<file path="config.mk">
export PLATFORM = sky130hd
export DESIGN_NAME = ps2_keycode_fifo_rx
export DESIGN_NICKNAME = d
export VERILOG_FILES = /design/src/rtl/ps2_keycode_fifo_rx.sv
export SDC_FILE = /design/constraint.sdc
export NUM_CORES = 1
export LEC_CHECK = 0
export CELL_PAD_IN_SITES_DETAIL_PLACEMENT = 1
export CELL_PAD_IN_SITES_GLOBAL_PLACEMENT = 2
export CORE_ASPECT_RATIO = 0.6
export CORE_MARGIN = 2
export CORE_UTILIZATION = 30
export CTS_BUF_LIST = sky130_fd_sc_hd__clkbuf_4
export DETAILED_ROUTE_END_ITERATION = 16
export GPL_TIMING_DRIVEN = 0
export PLACE_DENSITY_LB_ADDON = 0.1
export SLEW_MARGIN = 0
export SYNTH_ARGS = -nofsm -noshare
export SYNTH_HDL_FRONTEND = slang
export SYNTH_SLANG_ARGS = --single-unit
export TNS_END_PERCENT = 30
</file>
<file path="constraint.sdc">
create_clock -name CLK -period 4.25 [get_ports CLK]
set_input_delay 0.6375 -clock CLK [delete_from_list [all_inputs] [get_ports CLK]]
set_output_delay 0.6375 -clock CLK [all_outputs]
set_load 0.05 [all_outputs]
</file>
<file path="src/rtl/ps2_keycode_fifo_rx.sv">
// PS/2 keyboard receiver: synchronise + glitch-filter the bus, decode 11-bit frames,
// fold E0/F0 prefixes into flags and queue key events in a show-ahead FIFO.
module ps2_keycode_fifo_rx #(
    parameter int FIFO_DEPTH  = 8,
    parameter int FILTER_LEN  = 4,
    parameter int TIMEOUT_CYC = 100000,
    parameter int DECODE_PFX  = 1
) (
    input  logic       CLK,
    input  logic       rst_n,
    input  logic       ps2clk,
    input  logic       ps2data,
    input  logic       rd_en,
    output logic [7:0] key_code,
    output logic       key_ext,
    output logic       key_release,
    output logic       key_valid,
    output logic       new_key_strobe,
    output logic       fifo_full,
    output logic       overflow,
    output logic       parity_err,
    output logic       frame_err,
    output logic       rx_busy
);
    localparam int AW = $clog2(FIFO_DEPTH);
    localparam int CW = AW + 1;
    localparam int FW = $clog2(FILTER_LEN + 1);
    localparam int TW = $clog2(TIMEOUT_CYC + 1);

    typedef struct packed {
        logic       ext;
        logic       brk;
        logic [7:0] code;
    } key_evt_t;

    typedef enum logic [1:0] {IDLE, DATA, PARITY, STOP} state_t;

    // input path
    logic          clk_s1, clk_s2, data_s1, data_s2;
    logic          clk_f, clk_f_d;
    logic [FW-1:0] fcnt;
    logic          fall;

    always_ff @(posedge CLK) begin
        if (!rst_n) begin
            clk_s1  <= 1'b1;
            clk_s2  <= 1'b1;
            data_s1 <= 1'b1;
            data_s2 <= 1'b1;
            clk_f   <= 1'b1;
            clk_f_d <= 1'b1;
            fcnt    <= '0;
        end else begin
            clk_s1  <= ps2clk;
            clk_s2  <= clk_s1;
            data_s1 <= ps2data;
            data_s2 <= data_s1;
            clk_f_d <= clk_f;
            // filtered clock only follows after FILTER_LEN consecutive differing samples
            if (clk_s2 == clk_f) begin
                fcnt <= '0;
            end else if (fcnt == FW'(FILTER_LEN - 1)) begin
                clk_f <= clk_s2;
                fcnt  <= '0;
            end else begin
                fcnt <= fcnt + FW'(1);
            end
        end
    end

    assign fall = clk_f_d & ~clk_f;

    // frame decoder
    state_t        state, state_n;
    logic [2:0]    bitcnt, bit_n;
    logic [7:0]    shreg, sh_n;
    logic          par_q, par_n;
    logic [TW-1:0] tcnt, tcnt_n;
    logic          byte_ok, perr, ferr;

    always_ff @(posedge CLK) begin
        if (!rst_n) begin
            state  <= IDLE;
            bitcnt <= '0;
            shreg  <= '0;
            par_q  <= 1'b0;
            tcnt   <= '0;
        end else begin
            state  <= state_n;
            bitcnt <= bit_n;
            shreg  <= sh_n;
            par_q  <= par_n;
            tcnt   <= tcnt_n;
        end
    end

    always_comb begin
        state_n = state;
        bit_n   = bitcnt;
        sh_n    = shreg;
        par_n   = par_q;
        byte_ok = 1'b0;
        perr    = 1'b0;
        ferr    = 1'b0;
        tcnt_n  = (state == IDLE || fall) ? '0 : tcnt + TW'(1);
        case (state)
            IDLE: if (fall && !data_s2) begin
                state_n = DATA;
                bit_n   = '0;
            end
            DATA: if (fall) begin
                sh_n  = {data_s2, shreg[7:1]};
                bit_n = bitcnt + 3'd1;
                if (bitcnt == 3'd7) state_n = PARITY;
            end
            PARITY: if (fall) begin
                par_n   = data_s2;
                state_n = STOP;
            end
            STOP: if (fall) begin
                state_n = IDLE;
                if (!(^{shreg, par_q}))  perr    = 1'b1;
                else if (!data_s2)       ferr    = 1'b1;
                else                     byte_ok = 1'b1;
            end
            default: state_n = IDLE;
        endcase
        if (state != IDLE && !fall && tcnt == TW'(TIMEOUT_CYC - 1)) begin
            state_n = IDLE;
            ferr    = 1'b1;
            tcnt_n  = '0;
        end
    end

    // prefix folding
    logic     ext_q, brk_q;
    logic     is_pfx, push;
    key_evt_t wr_evt;

    assign is_pfx = (DECODE_PFX != 0) && (shreg == 8'hE0 || shreg == 8'hF0);
    assign push   = byte_ok && !is_pfx;
    assign wr_evt = (DECODE_PFX != 0) ? key_evt_t'{ext_q, brk_q, shreg}
                                      : key_evt_t'{1'b0, 1'b0, shreg};

    always_ff @(posedge CLK) begin
        if (!rst_n) begin
            ext_q <= 1'b0;
            brk_q <= 1'b0;
        end else if (perr || ferr || push) begin
            ext_q <= 1'b0;
            brk_q <= 1'b0;
        end else if (byte_ok && is_pfx) begin
            if (shreg == 8'hE0) ext_q <= 1'b1;
            else                brk_q <= 1'b1;
        end
    end

    // event FIFO
    key_evt_t      mem [FIFO_DEPTH];
    logic [AW-1:0] wptr, rptr;
    logic [CW-1:0] count;
    logic          pop, do_push;

    assign pop     = rd_en && (count != '0);
    assign do_push = push && (count != CW'(FIFO_DEPTH) || pop);

    always_ff @(posedge CLK) begin
        if (!rst_n) begin
            for (int i = 0; i < FIFO_DEPTH; i++) mem[i] <= '0;
            wptr           <= '0;
            rptr           <= '0;
            count          <= '0;
            new_key_strobe <= 1'b0;
            overflow       <= 1'b0;
            parity_err     <= 1'b0;
            frame_err      <= 1'b0;
        end else begin
            if (do_push) begin
                mem[wptr] <= wr_evt;
                wptr      <= wptr + AW'(1);
            end
            if (pop) rptr <= rptr + AW'(1);
            if (do_push && !pop)      count <= count + CW'(1);
            else if (!do_push && pop) count <= count - CW'(1);
            new_key_strobe <= do_push;
            if (push && !do_push) overflow <= 1'b1;
            parity_err <= perr;
            frame_err  <= ferr;
        end
    end

    assign key_code    = mem[rptr].code;
    assign key_ext     = mem[rptr].ext;
    assign key_release = mem[rptr].brk;
    assign key_valid   = (count != '0);
    assign fifo_full   = (count == CW'(FIFO_DEPTH));
    assign rx_busy     = (state != IDLE);

endmodule
</file>
# Word level (Yosys, flattened, before mapping)
# Memories as Yosys holds them, arrays and structs flattened. A register that Yosys moved wholly into a read port is not among the register bits.
# Cells that the tools add are included.
# Widths: inputs -> output; s select.
totals:
  mem_count: 1
  in_bits: 5
  ram_bits: 80
  out_inout_bits: 17
  reg_bits: 56
  wordCells: 120
memory_table:
  columns: ["memory", "words", "width", "rd", "rd_clocked_by_memory_dff", "wr", "line_no", "source"]
  rows:
  - ["mem", 8, 10, 1, 1, 8, "159", "key_evt_t mem [FIFO_DEPTH];"]
op_classes:
  n_reduce_logical: 38
  eq_ne: 16
  mux: 32
  bitwise: 5
  n_addsub: 7
ops:
  columns: ["op", "n"]
  rows:
  - ["$add 17x1->17 const B", 1]
  - ["$eq 17x17->1 const B", 1]
  - ["$mux 1", 17]
  - ["$eq 8x8->1 const B", 2]
  - ["$mux 3", 5]
  - ["$add 3x1->3 const B", 4]
  - ["$logic_and 1x1->1", 10]
  - ["$mux 10", 1]
  - ["$mux 2", 5]
  - ["$reduce_and 2->1", 5]
  - ["$reduce_or 10->1", 1]
  - ["$reduce_xor 9->1", 1]
  - ["$mux 4", 2]
  - ["$ne 2x2->1 const B", 4]
  - ["$pmux 2 s4", 1]
  - ["$pmux 3 s2", 1]
  - ["$reduce_bool 2->1", 3]
  - ["$reduce_or 3->1", 2]
  - ["$logic_not 1->1", 5]
  - ["$logic_or 1x1->1", 5]
  - ["$reduce_and 5->1", 1]
  - ["$add 4x1->4 const B", 1]
  - ["$eq 2x2->1 const B", 2]
  - ["$eq 4x4->1 const B", 1]
  - ["13 further kinds", 17]

# Logic depth before layout (Yosys ltp)
depth:
  ltp_word: 11
  mapped_depth: 14
  ltp_nobuf: 13

# Worst setup path before layout
# OpenSTA, ideal clock, no wires.
synth_timing:
  path_kind: "register to register"
  startpoint: "register count[0]"
  endpoint: "register count[3]"
  setup_time_ps: 76
  synth_period_minus_slack_ps: 2923
  n_path_buf: 0
  slack_ps: 1327
  stages_incl_launch_ff: 14
  arrival_time_ps: 2848
  t_required_ps: 4174
  path_cell_list: "dfxtp_1 or4b_2 nor2_1 nor2_2 nand2_1 inv_1 ha_1 inv_1 ha_1 a21o_1 a21oi_1 xnor2_1 or3_1 a21boi_0"
synth_via:
  elab_chain_cells: 7
  elab_cells_between_ends: 14
  classes_between: "add/sub: 2; eq/ne: 1; mux: 2; reduce/logical: 9"
synth_rtl:
  columns: ["element", "line_no", "source"]
  rows:
  - ["from (decl)", "161", "logic [CW-1:0] count;"]
  - ["from (signal assigned)", "183", "if (do_push && !pop) count <= count + CW'(1);"]
  - ["from (signal assigned)", "184", "else if (!do_push && pop) count <= count - CW'(1);"]
  - ["$reduce_bool 4->1", "164", "assign pop = rd_en && (count != '0);"]
  - ["$logic_and 1x1->1", "164", null]
  - ["$logic_or 1x1->1 *", "165", "assign do_push = push && (count != CW'(FIFO_DEPTH) || pop);"]
  - ["$logic_and 1x1->1 *", "165", null]
  - ["net do_push", "162", "logic pop, do_push;"]
  - ["$logic_not 1->1", "184", null]
  - ["$logic_and 1x1->1", "184", null]
  - ["$reduce_bool 2->1 (no source line)", null, null]
# Mark *: on every way through the listed nets, which the timed path passes. The rest lies on a longest branch. The select of a mux whose other input is x is not followed.
# A chain may end at the register's enable or synchronous reset.

==> run_results.csv <==
group,metric,value,unit
power_and_ir_drop,peakVddDrop,0.142,mV
cells_and_area,fin_util,35.5,%
logic_synthesis,ys_warn_count,0,
worst_setup_path,r2r_start,"shreg[7]",
cells_and_area,area_growth_syn_to_layout,15.1,%
die,ios,22,
power_and_ir_drop,clkPwrFrac,35.6,%
placement,gp_congestion,0.727,
die,die-area,21900,um2
logic_synthesis,postSynthCellCount,525,
logic_synthesis,synth_area,6220,um2
clock_tree,cts_setup_buffers,0,
die,die_y,116,um
placement,dp_hpwl,12.0,mm
power_and_ir_drop,power.density,342,nW/um2
die,rows,40,
grt,antenna_found_initial,3,
clock_tree,h-tree-depth,4,
power_and_ir_drop,p_leak,2.37,nW
placement,pre_cts_ws,0.567,ns
power_and_ir_drop,total_power,2.44,mW
flow_run,drv_cap,0,
logic_synthesis,async_flop_share,0,%
timing,finalCritPeriodShare,86.1,%
timing,rsz0062_at_grt,"no",
worst_setup_path,path_max_fanout,10,
worst_setup_path,crit_path_start_kind,"flip-flop",
grt,grt_pass1_wl,25.8,mm
timing,fin_crit,3.66,ns
grt,grt_max_degree,17,
worst_setup_path,r2r_setup_slack,0.76,ns
power_and_ir_drop,swShare,23.8,%
worst_setup_path,worst_path_max_delay_cell,"clkdlybuf4s50_1",
logic_synthesis,synth_area_leaders,"edfxtp_1, dfxtp_1, mux4_2",
routing,drtIter0Drc,214,
routing,viasPerCell,4.75,
timing,fin_ws,0.591,ns
worst_setup_path,cp.depth,4,
logic_synthesis,synthFlopType,"edfxtp_1",
die,initial_core_util,30.8,%
grt,grt_pass1_vias,4245,
status,status,"finished clean",
clock_tree,clk_pin_slew,0.13,ns
timing,finalSetupViolations,0,
timing,hold-worst-slack,0.421,ns
routing,drt-pass1-iter-count,4,
cells_and_area,drive_above_1_share,15.7,%
routing,wirelength,16.6,mm
power_and_ir_drop,internal-power,1.86,mW
routing,vias,4082,
clock_tree,clock_latency,0.57,ns
logic_synthesis,synth_top_area_share,38.6,%
routing,drcViolationCount,0,
logic_synthesis,yosysTopAreaCell,"edfxtp_1",
clock_tree,cts_resized,0,
worst_setup_path,reg2regPathDepth,13,
cells_and_area,nFillCells,2210,
timing,setup_tns,0,ns
logic_synthesis,syn-num-nets,545,
timing,hold_viol,0,
routing,drtAntennaViolNets,0,
logic_synthesis,seq_area_frac_synth,57.6,%
placement,port_buffers,21,
clock_tree,cts.path.max_buffers,2,
worst_setup_path,cp_cell_sequence,"clkbuf_1 > mux4_2 > mux2_2 > clkdlybuf4s50_1",
grt,overflow,0,
logic_synthesis,avgSynthCellArea,11.9,um2
power_and_ir_drop,pwr-share-comb,4.2,%
worst_setup_path,path_buf_inv,2,
worst_setup_path,crit_family,"buffers and inverters",
power_and_ir_drop,switchingPower,0.582,mW
timing,clock_skew,0.0214,ns
logic_synthesis,ys_seq_elements,139,
clock_tree,cts_root_buf,"clkbuf_4",
timing,clock.fmax,0.273,GHz
clock_tree,cts_buffers,17,
worst_setup_path,slowest_delay,0.71,ns
cells_and_area,nets,593,
clock_tree,cts_sinks,139,
power_and_ir_drop,pwr-share-seq,60.1,%
logic_synthesis,yosysUniqueCellTypes,50,
clock_tree,cts_tree,"yes",
worst_setup_path,worstSetupPathType,"flip-flop to output port",
worst_setup_path,rr_endpoint,"count[3]",
grt,gr-usage-all-layers,16.2,%
worst_setup_path,crit_required,3.61,ns
routing,wire_per_inst,19.3,um
worst_setup_path,worst_setup_path_end_kind,"output port",
die,fp.dieW,190,um
die,core,20200,um2
timing,slew_violations,0,
worst_setup_path,crit_end,"key_release",
timing,tightest_slew,0.831,ns
timing,relSlewSlack,44.0,%
worst_setup_path,cp.arrival,3.02,ns
clock_tree,cts_hold_buf,0,
worst_hold_path,worst_hold_path_type,"flip-flop to flip-flop",
logic_synthesis,synth-edff-count,80,
logic make-up (layout without fill, tap and decap cells):
group | count (synthesis) | in the layout | share of synthesized area, %
AOI/OAI and AO/OA | 34 | 34 | 3.46
xor gates and xnor gates | 26 | 26 | 4.00
adders and majority gates | 15 | 15 | 3.14
buffers and inverters | 39 | 100 | 2.84
DFF | 139 | 139 | 57.6
muxes | 44 | 44 | 11.3
other | 0 | 1 | 0
and+or+nand+nor | 228 | 228 | 17.7
cells in the mapped netlist (2+ instances only):
cell and number:
nor2_1 109, edfxtp_1 80, dfxtp_1 59, nand2_1 32, mux4_2 20, nand2b_1 19, ha_1 14, mux2i_1 14
xor2_1 14, clkbuf_1 13, nand3_1 12, nor2b_1 12, inv_1 11, mux2_2 10, o21ai_0 10, xnor2_1 10
buf_2 9, nand4_1 9, a21oi_1 7, and2_1 7, a21boi_0 6, and3_1 6, nor3_1 5, o31ai_1 5
or3_1 4, buf_1 3, buf_6 2
worst reg2reg max path, stage by stage (launching register included):
cell and delay (ns):
dfxtp_1 0.49, or3b_2 0.50, o2111ai_1 0.38, nor2_2 0.19
nand2_1 0.25, inv_1 0.14, ha_1 0.23, inv_1 0.12
ha_1 0.25, a21o_1 0.17, a21oi_1 0.16, xnor2_1 0.09
or3_1 0.31, a21boi_0 0.16
state kept, by name (all words and copies together), names as in the netlist, 2 cells and up, named ones only:
signal and count:
mem 80, tcnt 17, shreg 8, count 4, bitcnt 3, fcnt 3
rptr 3, wptr 3, state 2
layout by cell type (no fill, tap or decap), types with 2 or more instances in the layout:
master / instances
nand2_1: 32
nor2b_1: 12
clkdlybuf4s50_1: 21
clkinvlp_4: 4
clkbuf_1: 13
buf_2: 9
bufinv_16: 2
and3_1: 6
mux2i_1: 14
a21boi_0: 6
mux2_2: 10
nand3_1: 12
clkinv_2: 3
edfxtp_1: 80
and2_1: 7
o21ai_1: 3
nand2b_1: 19
ha_1: 14
inv_1: 11
dfxtp_1: 59
xor2_1: 14
nor2_1: 109
nor3_1: 5
buf_6: 7
or3_1: 4
xnor2_1: 10
o31ai_2: 4
o21ai_0: 7
clkbuf_4: 20
mux4_2: 20
a21oi_1: 7
buf_4: 4
buf_1: 3
nand4_1: 9
power groups by stage:
stage	Sequential [mW]	Combinational, mW	Clock, mW
after floorplan	1.50	0.0582	0
after global placement	1.50	0.0967	0
after detailed placement	1.50	0.106	0
after CTS	1.47	0.106	0.909
after global routing	1.47	0.111	0.965
final	1.47	0.104	0.872
final cells by class:
cell class                 count  area, um2  share of cell area [%]
clock inverter                12        126                    1.77
inverter                      11       41.3                   0.577
buffer                        28        135                    1.89
timing repair buffer          29        289                    4.04
tap                          273        342                    4.77
multi-input combinational    347       2490                    34.8
antenna                        1       2.50                  0.0350
sequential                   139       3580                    50.1
clock buffer                  20        150                    2.10
metrics by stage:
step                instance area (um2)  cells
floorplan                          6220    525
global placement                   6770    819
detailed placement                 6880    827
CTS                                7160    859
global route                       7160    860
finish                             7160    860
worst min-delay path by stage:
stage          depth (start not counted)      end  slack (ns)  startpoint
5_1_grt                                1  data_s2        0.44     data_s1
3_3_place_gp                           1   clk_s2        0.40      clk_s1
6_report                               1  data_s2        0.42     data_s1
4_1_cts                                1  data_s2        0.42     data_s1
2_1_floorplan                          1   clk_s2        0.39      clk_s1
3_5_place_dp                           1  data_s2        0.39     data_s1
layer usage:
| layer | wire (um) | vias to the layer above | track usage [%] |
|---|---|---|---|
| li1 | - | 1946 | - |
| met1 | 8650 | 2047 | 24.4 |
| met2 | 6830 | 78 | 22.9 |
| met3 | 994 | 11 | 3.88 |
| met4 | 162 | 0 | 5.22 |
| met5 | 0 | - | 0 |
(Power assumes the default switching activity.)
